===== src/rtl/vga_plot_arbiter_pkg.sv =====
`default_nettype none
// ============================================================================
// Module  : vga_plot_arbiter_pkg
// Brief   : Shared states, requester indices and helpers for the VGA plot arbiter.
// Revision: 1.0 - initial release
// ============================================================================
package vga_plot_arbiter_pkg;

  typedef enum logic [1:0] {
    ARB_IDLE    = 2'd0,
    ARB_ACTIVE  = 2'd1,
    ARB_RELEASE = 2'd2
  } arb_state_e;

  localparam int REQ_BALL   = 0;
  localparam int REQ_BRICK  = 1;
  localparam int REQ_PLAT   = 2;
  localparam int REQ_LOAD   = 3;
  localparam int REQ_SCREEN = 4;

  localparam int CNT_W = 20;
  localparam int IDX_W = 3;

  localparam logic [CNT_W-1:0] DEFAULT_MAX_BURST = 20'd65535;

  // Increment an index with wrap back to zero at n.
  function automatic logic [IDX_W-1:0] wrap_inc(input logic [IDX_W-1:0] idx, input int n);
    return (int'(idx) + 1 >= n) ? '0 : idx + 1'b1;
  endfunction

endpackage
`default_nettype wire


===== src/rtl/vga_plot_arbiter_rr_pick.sv =====
`default_nettype none
// ============================================================================
// Module  : vga_plot_arbiter_rr_pick
// Brief   : Combinational round-robin winner pick with optional top-index override.
// Revision: 1.0 - initial release
// ============================================================================
module vga_plot_arbiter_rr_pick
  import vga_plot_arbiter_pkg::*;
#(
  parameter int N = 5
) (
  input  logic [N-1:0]     req_i,
  input  logic [IDX_W-1:0] rr_ptr_i,
  input  logic             ovr_en_i,
  output logic [IDX_W-1:0] win_o,
  output logic             valid_o
);

  logic [IDX_W:0] idx;

  // Scan offsets from farthest to nearest so the nearest set bit wins last.
  always_comb begin
    win_o   = '0;
    idx     = '0;
    valid_o = |req_i;
    for (int k = N - 1; k >= 0; k--) begin
      idx = {1'b0, rr_ptr_i} + (IDX_W + 1)'(k);
      if (idx >= (IDX_W + 1)'(N)) idx = idx - (IDX_W + 1)'(N);
      for (int j = 0; j < N; j++) begin
        if (idx == (IDX_W + 1)'(j) && req_i[j]) win_o = idx[IDX_W-1:0];
      end
    end
    if (ovr_en_i && req_i[N-1]) win_o = IDX_W'(N - 1);
  end

endmodule
`default_nettype wire


===== src/rtl/vga_plot_arbiter.sv =====
`default_nettype none
// ============================================================================
// Module  : vga_plot_arbiter
// Brief   : Burst arbiter sharing one registered VGA plot port among draw engines.
// Revision: 1.0 - initial release
// ============================================================================
module vga_plot_arbiter
  import vga_plot_arbiter_pkg::*;
#(
  parameter int               N            = 5,
  parameter logic [CNT_W-1:0] MAX_BURST    = DEFAULT_MAX_BURST,
  parameter bit               TOP_OVERRIDE = 1'b1
) (
  input  logic              clk,
  input  logic              resetn,
  input  logic [N-1:0]      req_i,
  input  logic [N-1:0]      done_i,
  input  logic [N-1:0]      erase_i,
  input  logic [10*N-1:0]   x_in_i,
  input  logic [10*N-1:0]   y_in_i,
  input  logic [3*N-1:0]    colour_in_i,
  input  logic [N-1:0]      plot_in_i,
  output logic [N-1:0]      grant_o,
  output logic [9:0]        x_o,
  output logic [9:0]        y_o,
  output logic [2:0]        colour_o,
  output logic              plot_o,
  output logic              busy_o,
  output logic              timeout_err_o,
  output logic [2:0]        err_id_o
);

  localparam logic [CNT_W-1:0] LAST_CYC = MAX_BURST - {{(CNT_W-1){1'b0}}, 1'b1};

  arb_state_e       state_q, state_d;
  logic [IDX_W-1:0] owner_q, owner_d;
  logic [IDX_W-1:0] rr_ptr_q, rr_ptr_d;
  logic             erase_q, erase_d;
  logic             ovr_q, ovr_d;
  logic [CNT_W-1:0] cnt_q, cnt_d;
  logic [9:0]       x_q, x_d, y_q, y_d;
  logic [2:0]       colour_q, colour_d;
  logic             plot_q, plot_d;
  logic             terr_q, terr_d;
  logic [2:0]       err_id_q, err_id_d;

  logic [IDX_W-1:0] pick_win;
  logic             pick_valid;
  logic             pick_erase;
  logic [9:0]       own_x, own_y;
  logic [2:0]       own_col;
  logic             own_plot, own_done;

  vga_plot_arbiter_rr_pick #(.N(N)) u_pick (
    .req_i    (req_i),
    .rr_ptr_i (rr_ptr_q),
    .ovr_en_i (TOP_OVERRIDE),
    .win_o    (pick_win),
    .valid_o  (pick_valid)
  );

  always_comb begin
    own_x      = '0;
    own_y      = '0;
    own_col    = '0;
    own_plot   = 1'b0;
    own_done   = 1'b0;
    pick_erase = 1'b0;
    grant_o    = '0;
    for (int i = 0; i < N; i++) begin
      if (owner_q == IDX_W'(i)) begin
        own_x    = x_in_i[10*i +: 10];
        own_y    = y_in_i[10*i +: 10];
        own_col  = colour_in_i[3*i +: 3];
        own_plot = plot_in_i[i];
        own_done = done_i[i];
        grant_o[i] = (state_q == ARB_ACTIVE);
      end
      if (pick_win == IDX_W'(i)) pick_erase = erase_i[i];
    end
  end

  always_comb begin
    state_d  = state_q;
    owner_d  = owner_q;
    rr_ptr_d = rr_ptr_q;
    erase_d  = erase_q;
    ovr_d    = ovr_q;
    cnt_d    = cnt_q;
    x_d      = x_q;
    y_d      = y_q;
    colour_d = colour_q;
    plot_d   = 1'b0;
    terr_d   = terr_q;
    err_id_d = err_id_q;
    case (state_q)
      ARB_IDLE: begin
        if (pick_valid) begin
          state_d = ARB_ACTIVE;
          owner_d = pick_win;
          erase_d = pick_erase;
          ovr_d   = TOP_OVERRIDE && req_i[N-1];
          cnt_d   = '0;
        end
      end
      ARB_ACTIVE: begin
        x_d      = own_x;
        y_d      = own_y;
        colour_d = erase_q ? 3'b000 : own_col;
        if (own_done) begin
          plot_d  = own_plot;
          state_d = ARB_RELEASE;
        end else if (cnt_q == LAST_CYC) begin
          // Budget exhausted: this cycle's pixel is discarded.
          terr_d   = 1'b1;
          err_id_d = owner_q;
          state_d  = ARB_RELEASE;
        end else begin
          plot_d = own_plot;
          if (cnt_q != '1) cnt_d = cnt_q + 1'b1;
        end
      end
      ARB_RELEASE: begin
        state_d = ARB_IDLE;
        if (!ovr_q) rr_ptr_d = wrap_inc(owner_q, N);
      end
      default: state_d = ARB_IDLE;
    endcase
  end

  always_ff @(posedge clk or posedge resetn) begin
    if (resetn) begin
      state_q  <= ARB_IDLE;
      owner_q  <= '0;
      rr_ptr_q <= '0;
      erase_q  <= 1'b0;
      ovr_q    <= 1'b0;
      cnt_q    <= '0;
      x_q      <= '0;
      y_q      <= '0;
      colour_q <= '0;
      plot_q   <= 1'b0;
      terr_q   <= 1'b0;
      err_id_q <= '0;
    end else begin
      state_q  <= state_d;
      owner_q  <= owner_d;
      rr_ptr_q <= rr_ptr_d;
      erase_q  <= erase_d;
      ovr_q    <= ovr_d;
      cnt_q    <= cnt_d;
      x_q      <= x_d;
      y_q      <= y_d;
      colour_q <= colour_d;
      plot_q   <= plot_d;
      terr_q   <= terr_d;
      err_id_q <= err_id_d;
    end
  end

  assign x_o           = x_q;
  assign y_o           = y_q;
  assign colour_o      = colour_q;
  assign plot_o        = plot_q;
  assign busy_o        = (state_q != ARB_IDLE);
  assign timeout_err_o = terr_q;
  assign err_id_o      = err_id_q;

endmodule
`default_nettype wire


===== config.mk =====
export PLATFORM = sky130hd
export DESIGN_NAME = vga_plot_arbiter
export DESIGN_NICKNAME = d
export VERILOG_FILES = /design/src/rtl/vga_plot_arbiter_pkg.sv /design/src/rtl/vga_plot_arbiter_rr_pick.sv /design/src/rtl/vga_plot_arbiter.sv
export SDC_FILE = /design/constraint.sdc
export NUM_CORES = 1
export LEC_CHECK = 0
export ABC_AREA = 0
export CAP_MARGIN = 20
export CORE_ASPECT_RATIO = 0.75
export CORE_MARGIN = 4
export CORE_UTILIZATION = 39
export CTS_CLUSTER_DIAMETER = 40
export CTS_CLUSTER_SIZE = 16
export DETAILED_ROUTE_END_ITERATION = 10
export PLACE_DENSITY = 0.78
export SLEW_MARGIN = 25
export SYNTH_ARGS = -nofsm -noshare
export SYNTH_HDL_FRONTEND = slang
export SYNTH_HIERARCHICAL = 1
export SYNTH_SLANG_ARGS = --single-unit

===== constraint.sdc =====
create_clock -name clk -period 6.3 [get_ports clk]
set_input_delay 0.945 -clock clk [delete_from_list [all_inputs] [get_ports clk]]
set_output_delay 0.945 -clock clk [all_outputs]
set_load 0.1 [all_outputs]

## After elaboration in Yosys (flattened, before gate mapping)

Index checks and enable logic that the tools add are counted.
Widths: inputs -> output; s select.

| operators by class | value |
|---|---|
| eq/ne operators | 37 |
| reductions and logical operators | 41 |
| multiplexer cells | 80 |
| order comparisons | 6 |
| add/subtract/negate cells | 12 |
| bitwise gates (word level) | 2 |

Operator list:

| operator | number |
|---|---|
| $mux 10 | 10 |
| $mux 3 | 33 |
| $mux 20 | 4 |
| $eq 4x2->1 const B | 10 |
| $pmux 20 s2 | 1 |
| $logic_and 1x1->1 | 25 |
| $mux 1 | 23 |
| $add 20x1->20 const B | 1 |
| $eq 20x16->1 const B | 1 |
| $eq 4x1->1 const B | 5 |
| $eq 4x3->1 const B | 5 |
| $ge 4x3->1 const B | 5 |
| $logic_not 4->1 | 5 |
| $mux 4 | 5 |
| $ne 20x20->1 const B | 1 |
| $sub 4x3->4 const B | 4 |
| $eq 3x2->1 const B | 4 |
| $add 3x1->4 const B | 2 |
| $add 3x2->4 const B | 2 |
| $eq 3x1->1 const B | 2 |
| $eq 3x3->1 const B | 2 |
| $logic_not 3->1 | 2 |
| $mux 2 | 3 |
| $ne 2x2->1 const B | 3 |
| 16 further kinds | 20 |

| storage, ports and cells | value |
|---|---|
| output and inout port bits | 34 |
| bits in registers | 58 |
| bits of input ports | 137 |
| logic and storage cells | 190 |

## Depth between registers and ports, before layout

Gate-level depths: netlist of the first run.

| depth | value |
|---|---|
| depth in word-level cells | 37 |
| depth in mapped cells | 17 |
| gate-level depth less buffers | 16 |

## Cells and area by module

The synthesis of the first run kept the hierarchy.

Modules (own cells, without submodules):

| module | seq. area each (um^2) | area an instance (um^2) | instances | cells an instance |
|---|---|---|---|---|
| vga_plot_arbiter | 1,451.4 | 3,563.4 | 1 | 413 |
| vga_plot_arbiter_rr_pick | 0.0 | 1,223.7 | 1 | 181 |

## Worst setup path before layout of the first run

OpenSTA, ideal clock, no wires.

| timing path | value |
|---|---|
| kind | register -> register |
| from | register rr_ptr_q[0] |
| to | register erase_q |
| slack | 2,958 ps |
| data required time | 6,235 ps |
| period minus slack after synthesis | 3,342 ps |
| library setup time | 65 ps |
| arrival time | 3,276 ps |
| buffers on the path | 1 |
| stages on the path, launching flop included | 18 |
| path through | dfrtp_1 -> buf_2 -> inv_2 -> ha_1 -> inv_1 -> ha_1 -> a21oi_1 -> xnor2_1 -> mux2i_1 -> nor3_1 -> a21o_1 -> or4_1 -> a22oi_1 -> nor2_1 -> nor2_1 -> a21oi_1 -> o21ai_0 -> a22o_1 |

| on the way | value |
|---|---|
| cells in the longest elaborated chain, start to end | 37 |
| elaborated cells on any way between the ends | 105 |
| those cells by class | add/sub: 9; order compare: 5; eq/ne: 24; mux: 36; reduce/logical: 31 |

Ends and longest elaborated chain:

| what | line | text |
|---|---|---|
| start: declaration | vga_plot_arbiter.sv:37 | `logic [IDX_W-1:0] rr_ptr_q, rr_ptr_d;` |
| start signal: assignment | vga_plot_arbiter.sv:148 | `rr_ptr_q <= rr_ptr_d;` |
| $add 3x3->4 | vga_plot_arbiter_rr_pick.sv:27 | `idx = {1'b0, rr_ptr_i} + (IDX_W + 1)'(k);` |
| $sub 4x3->4 / $ge 4x3->1 (equally long branches) | vga_plot_arbiter_rr_pick.sv:28 | `if (idx >= (IDX_W + 1)'(N)) idx = idx - (IDX_W + 1)'(N);` |
| $mux 4 | vga_plot_arbiter_rr_pick.sv:28 |  |
| $logic_not 4->1 | vga_plot_arbiter_rr_pick.sv:30 | `if (idx == (IDX_W + 1)'(j) && req_i[j]) win_o = idx[IDX_W-1:0];` |
| $logic_and 1x1->1 | vga_plot_arbiter_rr_pick.sv:30 |  |
| $mux 3 (24 in a row) | vga_plot_arbiter_rr_pick.sv:30 |  |
| $mux 3 * | vga_plot_arbiter_rr_pick.sv:30 |  |
| $mux 3 * | vga_plot_arbiter_rr_pick.sv:33 | `if (ovr_en_i && req_i[N-1]) win_o = IDX_W'(N - 1);` |
| net pick_win[2] | vga_plot_arbiter.sv:47 | `logic [IDX_W-1:0] pick_win;` |
| $logic_not 3->1 | vga_plot_arbiter.sv:79 | `if (pick_win == IDX_W'(i)) pick_erase = erase_i[i];` |
| $mux 1 (4 in a row) | vga_plot_arbiter.sv:79 |  |
| $mux 1 * | vga_plot_arbiter.sv:79 |  |
| end signal: assignment | vga_plot_arbiter.sv:149 | `erase_q <= erase_d;` |
| end: declaration | vga_plot_arbiter.sv:38 | `logic erase_q, erase_d;` |

The timed path passes the listed nets; every way through them passes the cells marked *.
A chain may end at the register's enable or synchronous reset.

## Worst setup path in the final report of the first run

Same ends and word-level chain as after synthesis.

==> impl_metrics.py, run 1 <==
metrics = {
    "status": {
        "status": "completed",
    },
    "worst_setup_path": {
        "reg2reg_depth": 16,
        "r2r_setup_slack_ps": 2030,
        "worst_ep_arrival_time_ps": 4540,
        "worstSetupEndpointType": "flip-flop",
        "worst_path_max_delay_cell": "dfrtp_1",
        "required_ps": 6570,
        "crit_path_start_kind": "flip-flop",
        "slowest_delay_ps": 920,
        "crit_chain": "inv_2, ha_1, inv_1, ha_1, a21oi_1, xnor2_1, mux2i_1, nor3_1, a21o_1, or4_1, a22oi_1, nor2_1, nor2_1, a21oi_1, o21ai_0, a22o_1",
        "critPathKind": "reg2reg",
        "reg2reg_from": "rr_ptr_q[0]$_DFFE_PP0P_",
        "rr_endpoint": "erase_q$_DFFE_PP0P_",
        "worstPathMaxFanout": 25,
    },
    "pwr": {
        "pwr_density_cell_nw_per_um2": 541,
        "p_leak_nw": 2.86,
        "vdd_ir_drop_max_mv": 0.337,
    },
    "cells_and_area": {
        "multi_input_area_um2": 3060,
        "nNetsFinal": 893,
        "antennaDiodeCount": 0,
        "syn_to_final_growth_pct": 44.3,
        "drive_gt1_share_pct": 7.54,
        "layout_commonest_cell": "clkdlybuf4s50_1",
        "regArea_um2": 1450,
        "layout_common_cells": "170 x clkdlybuf4s50_1, 58 x dfrtp_1, 53 x nor2_1",
        "fill_cells": 1029,
    },
    "placed_design": {
        "dpl_worst_slack_ps": 2170,
        "dp_hpwl_um": 13300,
        "port_buffers": 170,
        "place_congestion": 0.975,
    },
    "detailed_routing": {
        "drc_errors": 0,
        "routed_wl_um": 17500,
        "drt_iter0_drc": 439,
        "vias": 5450,
        "antenna_left": 0,
        "wl_per_cell_um": 19.3,
        "firstDrtPassIters": 5,
        "via_per_inst": 6.02,
    },
    "worst_hold_path": {
        "hold_class": "reg2reg",
        "hold_path_depth": 1,
        "whs_endpoint": "timeout_err_o$_DFFE_PP0P_",
        "hp-start": "timeout_err_o$_DFFE_PP0P_",
    },
    "timing": {
        "hold_viol": 0,
        "tightest_slew_ps": 1060,
        "setup_ws_ps": 2030,
        "setup_viol": 0,
        "rsz0062_at_grt": "no",
        "period_needed_ps": 4270,
        "fin_crit_sh_pct": 67.8,
        "relSlewSlack_pct": 29.1,
        "fmax_mhz": 234,
        "skew_ps": 6.45,
        "tns_ps": 0,
        "maxSlewViolCount": 0,
    },
    "synthesis": {
        "netlist_area_um2": 4790,
        "synth_nets": 749,
        "syn-instance-count": 594,
        "avgSynthCellArea_um2": 8.06,
        "yosysSeqAreaShare_pct": 30.3,
        "async_flop_share_pct": 100,
        "ys_ff_latch": 58,
        "yosysWarnings": 6,
        "yosysUniqueCellTypes": 87,
        "synth_edf_count": 0,
        "synthFlopType": "dfrtp_1",
    },
    "clocking": {
        "cts_buffers": 9,
        "cts_resized": 0,
        "clkTransAtPathRegs_ps": 50,
        "htreeDepth": 3,
        "hold_buffers": 0,
        "clkSinkCount": 58,
        "clkLatencyLatePin_ps": 330,
        "cts_buffer_depth": 2,
        "cts_tree": "built",
        "post-cts-setup-buffer-count": 0,
        "clockRootBuffer": "clkbuf_16",
    },
    "die": {
        "ios": 171,
        "die_h_um": 104,
        "num_rows": 34,
        "core_um2": 11800,
        "die_area_um2": 14100,
        "start_util_pct": 40.6,
        "die_w_um": 136,
    },
    "job": {
        "maxCapViolCount": 0,
    },
    "grt": {
        "grt.total_usage_pct": 24.2,
        "grt_max_degree": 59,
        "grt_pass1_vias": 5222,
        "grt-ovfl-total": 0,
        "grt_antenna_before_repair": 0,
        "grt_pass1_wl_um": 27400,
    },
}
==> through the flow <==
| step | cell area (µm²) | std cells | power (mW) | hold WS [ps] | utilization [%] |
|---|---|---|---|---|---|
| finish | 6910 | 905 | 3.74 | 481 | 58.6 |
| global route | 6910 | 905 | 3.96 | 521 | 58.6 |
| CTS | 6910 | 905 | 3.71 | 481 | 58.6 |
| detailed placement | 6550 | 889 | 3.13 | 466 | 55.6 |
| global placement | 6550 | 889 | 3.07 | 458 | 55.6 |
| floorplan | 4790 | 594 | 2.50 | 439 | - |
==> layer usage <==
layer,track usage (%),wire (µm),up-vias
met5,0,0,-
met4,6.33,388,0
met3,5.27,1180,38
met2,38.3,8240,230
met1,33.4,7660,2650
li1,-,-,2532
==> worst max-delay path, delay by kind of cell (launching register included) <==
family                   cells  cell delay, ps
AO/OA/AOI/OAI                6             990
flip-flops                   1             920
AND/OR/NAND/NOR              4             800
adder cells (fa/ha/maj)      2             500
XOR/XNOR                     1             350
buffers and inverters        2             340
multiplexers                 1             300
==> state kept, by name, indices dropped and copies added (netlist names) <==
name,cells
colour_o,3
rr_ptr_q,3
cnt_q,20
erase_q,1
state_q,2
x_o,10
ovr_q,1
err_id_o,3
owner_q,3
plot_o,1
timeout_err_o,1
y_o,10
==> worst max path at each step <==
stage	startpoint	slack [ps]	endpoint
2_1_floorplan	rr_ptr_q[0]$_DFFE_PP0P_	2960	erase_q$_DFFE_PP0P_
3_3_place_gp	rr_ptr_q[0]$_DFFE_PP0P_	2250	erase_q$_DFFE_PP0P_
3_5_place_dp	rr_ptr_q[0]$_DFFE_PP0P_	2170	erase_q$_DFFE_PP0P_
4_1_cts	rr_ptr_q[0]$_DFFE_PP0P_	2130	erase_q$_DFFE_PP0P_
5_1_grt	rr_ptr_q[0]$_DFFE_PP0P_	1690	erase_q$_DFFE_PP0P_
6_report	rr_ptr_q[0]$_DFFE_PP0P_	2030	erase_q$_DFFE_PP0P_
==> Yosys cell counts (3+ instances only) <==
cell type  instances  area share [%]
o21ai_0           43             4.5
a21o_1             4            0.63
a31oi_1            6            0.78
dfrtp_1           58              30
and2_1             3            0.39
nand4_1            9             1.2
o22ai_1            5            0.65
buf_2              4            0.42
xnor2_1            7             1.3
a22oi_1           21             3.3
and3_1             6            0.78
a22o_1             3            0.55
a21boi_0           3            0.47
nor3_1            38             4.0
a211o_1            6             1.1
nand2_1           45             3.5
nor2_1            53             4.2
ha_1              17             4.4
mux2_2             4            0.94
buf_4              3            0.47
or2_2              3            0.39
nor4_1             5            0.65
clkbuf_1          34             2.7
or3_1              3            0.39
o311ai_0           3            0.55
mux2i_1           14             2.9
inv_1             21             1.6
nand3_1           17             1.8
nand2b_1           9             1.2
and3_2             3            0.47
and4_1             4            0.73
a21oi_1           41             4.3
a221oi_1          25             4.6
nor2b_1            8             1.0
o31ai_1            5            0.78
==> where the power goes <==
group          total, mW  internal [mW]  switching [mW]
logic               2.55          0.851            1.70
clock network      0.580          0.406           0.174
registers          0.606          0.481           0.126
total               3.74           1.74            2.00
==> layout make-up <==
type	count	share of cell area, %
Timing Repair Buffer	178	25.5
Multi-Input combinational cell	469	44.2
Clock inverter	5	1.45
Inverter	22	1.20
Sequential cell	58	21.0
Tap cell	162	2.93
Clock buffer	11	3.66
==> cell families (layout without fill, tap and decap cells) <==
family | Yosys count | count (layout) | synth area share [%]
XOR/XNOR | 8 | 8 | 1.46
other | 1 | 1 | 0.0783
AO/OA/AOI/OAI | 201 | 201 | 29.5
multiplexers | 19 | 19 | 4.18
flip-flops | 58 | 58 | 30.3
AND/OR/NAND/NOR | 222 | 222 | 23.7
buffers and inverters | 67 | 216 | 5.91
adder cells (fa/ha/maj) | 18 | 18 | 4.86
Power figures use the tool's default switching activity.
==> run 2: changes to the inputs <==
Clock period 6.3 ns to 4.4 ns, I/O delays scaled along.
==> impl_metrics.py, run 2 (same netlist as run 1, synthesis figures left out) <==
metrics = {
    "cells_and_area": {
        "nNetsFinal": 894,
        "largest_register_ffs": 20,
        "drive_gt1_share_pct": 8.33,
        "layout_common_cells": "165 x clkdlybuf4s50_1, 58 x dfrtp_1, 53 x nor2_1",
        "regArea_um2": 1450,
        "antennaDiodeCount": 0,
        "syn_to_final_growth_pct": 42.9,
        "multi_input_area_um2": 3060,
        "fin_cells": 906,
        "layout_commonest_cell": "clkdlybuf4s50_1",
        "top_register": "cnt_q",
        "fill_cells": 1044,
    },
    "detailed_routing": {
        "drt_iter0_drc": 558,
        "drc_errors": 0,
        "firstDrtPassIters": 5,
        "antenna_left": 0,
        "routed_wl_um": 17000,
        "via_per_inst": 5.87,
        "vias": 5317,
        "wl_per_cell_um": 18.8,
    },
    "clocking": {
        "cts_resized": 0,
        "clkSinkCount": 58,
        "hold_buffers": 0,
        "clockRootBuffer": "clkbuf_16",
        "htreeDepth": 3,
        "cts_tree": "built",
        "clkTransAtPathRegs_ps": 50,
        "cts_buffers": 9,
        "clkLatencyLatePin_ps": 330,
        "cts_buffer_depth": 2,
        "post-cts-setup-buffer-count": 0,
    },
    "pwr": {
        "pwr_density_cell_nw_per_um2": 757,
        "pwr-share-seq_pct": 16.2,
        "p_int_mw": 2.33,
        "switching_share_pct": 54.9,
        "p_leak_nw": 2.84,
        "vdd_ir_drop_max_mv": 0.368,
        "power_switching_mw": 2.84,
        "combPwrFrac_pct": 71.1,
        "pwr-share-clk_pct": 12.7,
        "finalPower_mw": 5.18,
    },
    "job": {
        "maxCapViolCount": 0,
    },
    "die": {
        "die_w_um": 136,
        "die_area_um2": 14100,
        "core_um2": 11800,
        "die_h_um": 104,
        "num_rows": 34,
        "ios": 171,
        "start_util_pct": 40.6,
    },
    "worst_hold_path": {
        "hold_path_depth": 1,
        "whs_endpoint": "timeout_err_o$_DFFE_PP0P_",
        "hp-start": "timeout_err_o$_DFFE_PP0P_",
        "hold_class": "reg2reg",
    },
    "grt": {
        "grt_pass1_wl_um": 27400,
        "grt.total_usage_pct": 24.0,
        "grt_max_degree": 36,
        "grt-ovfl-total": 0,
        "grt_antenna_before_repair": 0,
        "grt_pass1_vias": 5210,
    },
    "placed_design": {
        "port_buffers": 170,
        "dp_cells": 890,
        "dp_hpwl_um": 13400,
        "place_congestion": 0.945,
    },
    "timing": {
        "hold_viol": 0,
        "period_needed_ps": 4030,
        "relSlewSlack_pct": 30.3,
        "rsz0062_at_grt": "no",
        "fin_crit_sh_pct": 91.6,
        "setup_viol": 0,
        "tns_ps": 0,
        "maxSlewViolCount": 0,
        "fmax_mhz": 248,
        "skew_ps": 5.79,
        "tightest_slew_ps": 1040,
    },
    "status": {
        "status": "completed",
    },
    "worst_setup_path": {
        "reg2reg_from": "rr_ptr_q[1]$_DFFE_PP0P_",
        "reg2reg_depth": 11,
        "r2r_setup_slack_ps": 370,
        "worst_ep_arrival_time_ps": 4240,
        "worstSetupEndpointType": "flip-flop",
        "crit_path_start_kind": "flip-flop",
        "rr_endpoint": "erase_q$_DFFE_PP0P_",
        "critPathKind": "reg2reg",
        "worstPathMaxFanout": 19,
        "required_ps": 4610,
    },
}
==> run 2: final cells by class <==
| class | instances | share of cell area [%] |
|---|---|---|
| multi-input combinational | 469 | 44.7 |
| sequential | 58 | 21.2 |
| inverter | 22 | 1.21 |
| timing repair buffer | 179 | 25.7 |
| clock inverter | 4 | 0.366 |
| clock buffer | 12 | 3.90 |
| tap | 162 | 2.96 |
==> run 2: how the worst max path moves through the flow <==
| stage | from | endpoint | slack, ps | cells past startpoint |
|---|---|---|---|---|
| after floorplan | rr_ptr_q[0]$_DFFE_PP0P_ | erase_q$_DFFE_PP0P_ | 1060 | 17 |
| after global placement | rr_ptr_q[1]$_DFFE_PP0P_ | erase_q$_DFFE_PP0P_ | 720 | 16 |
| after detailed placement | rr_ptr_q[1]$_DFFE_PP0P_ | erase_q$_DFFE_PP0P_ | 420 | 11 |
| after CTS | rr_ptr_q[1]$_DFFE_PP0P_ | erase_q$_DFFE_PP0P_ | 420 | 11 |
| after global routing | rr_ptr_q[1]$_DFFE_PP0P_ | erase_q$_DFFE_PP0P_ | 80 | 11 |
| final | rr_ptr_q[1]$_DFFE_PP0P_ | erase_q$_DFFE_PP0P_ | 370 | 11 |
==> run 2: routing by layer <==
metal  global-route usage, %  share of wire (%)  vias to the layer above
met1                    33.2                 44                     2542
met3                    6.00                6.5                       28
met5                       0                  0                        -
met2                    38.0                 47                      216
li1                        -                  -                     2531
met4                    5.32                1.8                        0
==> run 2: through the flow <==
stage	area (µm²)	hold WS [ps]	setup WS (ps)	utilization (%)
2_1_floorplan	4790	439	1060	-
3_3_place_gp	6550	457	715	55.6
3_5_place_dp	6550	457	416	55.6
4_1_cts	6840	481	420	58.0
5_1_grt	6840	494	76.5	58.0
6_report	6840	472	368	58.0
==> run 2: power groups by stage <==
| stage | Sequential, mW | Combinational, mW | Clock, mW |
|---|---|---|---|
| 3_5_place_dp | 0.842 | 3.63 | 0 |
| 2_1_floorplan | 1.47 | 2.11 | 0 |
| 4_1_cts | 0.835 | 3.64 | 0.670 |
| 3_3_place_gp | 0.833 | 3.57 | 0 |
| 6_report | 0.837 | 3.68 | 0.658 |
| 5_1_grt | 0.862 | 3.97 | 0.699 |
==> run 2: worst max-delay path, cell delays in order, from the launching register on <==
cell	delay, ps
dfrtp_1	580
inv_1	270
ha_1	780
inv_1	210
o21ai_0	220
a221oi_1	130
and4_1	250
a311o_1	310
a2111oi_0	550
o221a_1	340
o21ai_0	100
a22o_1	190
==> run 3: changes to the inputs <==
Settings changed: CORE_MARGIN 4 to 1, SLEW_MARGIN 25 to 20.
==> impl_metrics.py, run 3 (same netlist as run 1, synthesis figures left out) <==
metrics = {
    "cells_and_area": {
        "layout_commonest_cell": "clkdlybuf4s50_1",
        "drive_gt1_share_pct": 8.33,
        "top_register": "cnt_q",
        "layout_common_cells": "165 x clkdlybuf4s50_1, 58 x dfrtp_1, 53 x nor2_1",
        "nNetsFinal": 894,
        "fin_util_pct": 58.0,
        "syn_to_final_growth_pct": 42.8,
        "antennaDiodeCount": 0,
        "largest_register_ffs": 20,
    },
    "die": {
        "die_w_um": 130,
        "start_util_pct": 40.6,
        "ios": 171,
        "die_h_um": 98.0,
        "die_area_um2": 12700,
        "core_um2": 11800,
        "num_rows": 34,
    },
    "clocking": {
        "htreeDepth": 3,
        "clkLatencyLatePin_ps": 330,
        "clkSinkCount": 58,
        "hold_buffers": 0,
        "cts_buffers": 9,
        "clkTransAtPathRegs_ps": 50,
        "cts_resized": 0,
        "post-cts-setup-buffer-count": 0,
        "cts_tree": "built",
        "clockRootBuffer": "clkbuf_16",
        "cts_buffer_depth": 2,
    },
    "grt": {
        "grt_antenna_before_repair": 0,
        "grt_pass1_vias": 5174,
        "grt_max_degree": 46,
        "grt_pass1_wl_um": 27200,
        "grt.total_usage_pct": 27.2,
        "grt-ovfl-total": 0,
    },
    "pwr": {
        "pwr_density_cell_nw_per_um2": 762,
        "vdd_ir_drop_max_mv": 0.340,
        "p_leak_nw": 2.84,
    },
    "worst_setup_path": {
        "required_ps": 4670,
        "worstSetupEndpointType": "flip-flop",
        "worst_ep_arrival_time_ps": 4160,
        "crit_chain": "inv_1, ha_1, nand2b_1, o21ai_0, a21oi_1, nor2_1, nor4_1, o22ai_1, a22oi_1, nor2_1, nor2_1, a21oi_1, o21ai_0, a22o_1",
        "critPathKind": "reg2reg",
        "worstPathMaxFanout": 19,
        "slowest_delay_ps": 760,
        "cp-startpoint": "rr_ptr_q[1]$_DFFE_PP0P_",
        "crit_path_start_kind": "flip-flop",
        "reg2reg_from": "rr_ptr_q[1]$_DFFE_PP0P_",
        "r2r_setup_slack_ps": 510,
        "worst_path_max_delay_cell": "ha_1",
        "crit_top_cell": "nor2_1",
    },
    "placed_design": {
        "port_buffers": 170,
        "dp_hpwl_um": 13100,
        "place_congestion": 0.935,
    },
    "detailed_routing": {
        "wl_per_cell_um": 18.9,
        "routed_wl_um": 17100,
        "antenna_left": 0,
        "firstDrtPassIters": 5,
        "drt_iter0_drc": 533,
        "via_per_inst": 6.04,
        "vias": 5475,
        "drc_errors": 0,
    },
    "timing": {
        "fmax_mhz": 257,
        "relSlewSlack_pct": 31.0,
        "maxSlewViolCount": 0,
        "setup_viol": 0,
        "skew_ps": 7.31,
        "tightest_slew_ps": 1030,
        "rsz0062_at_grt": "no",
        "tns_ps": 0,
        "period_needed_ps": 3890,
        "hold_viol": 0,
        "fin_crit_sh_pct": 88.5,
    },
    "job": {
        "maxCapViolCount": 0,
    },
    "worst_hold_path": {
        "hold_class": "reg2reg",
        "hp-start": "ovr_q$_DFFE_PP0P_",
    },
    "status": {
        "status": "completed",
    },
}
run 3: changes by cell type in the layout (fill, tap and decap cells not counted), sizes merged:
cell      before  now
clkbuf        12   14
clkinvlp       2    0
run 3: area by class of cell:
class                      count  area (µm²)
tap                          162         203
clock inverter                 2        10.0
clock buffer                  14         274
timing repair buffer         179        1760
fill                        1031        4950
multi-input combinational    469        3060
sequential                    58        1450
inverter                      22        82.6
run 3: report_power, final:
group / leakage, nW / internal (mW) / switching [mW]
sequential: 0.764 / 0.690 / 0.129
combinational: 1.93 / 1.23 / 2.52
clock: 0.143 / 0.424 / 0.226
run 3: routing by layer:
metal / global-route usage [%] / routed length [µm]
met4: 6.26 / 247
met5: 0 / 0
met3: 5.10 / 1270
met1: 39.5 / 7910
met2: 41.3 / 7650
run 3: metrics by stage:
stage	instances	power, mW	setup WS, ps	hold WS [ps]	cell area, µm²
final	906	5.21	507	473	6840
after global routing	906	5.53	297	504	6840
after CTS	906	5.16	633	474	6840
after detailed placement	890	4.49	674	452	6550
after global placement	890	4.44	744	456	6550
after floorplan	594	3.58	1060	439	4790
run 3: final timing paths:
kind	cells after the start	end
worst min register to register	2	ovr_q$_DFFE_PP0P_
worst min-delay path	2	ovr_q$_DFFE_PP0P_
worst max register to register	14	erase_q$_DFFE_PP0P_
min in group asynchronous	2	cnt_q[14]$_DFFE_PP0P_
worst max-delay path	14	erase_q$_DFFE_PP0P_
max in group asynchronous	3	y_o[9]$_DFFE_PP0P_
run 3: worst max-delay path: cells and delay by family, from the launching register on:
kind,cells,cell delay (ps)
and+or+nand+nor,5,1170
DFF,1,570
buffers and inverters,1,270
adders and majority gates,1,760
AOI/OAI and AO/OA,7,1070
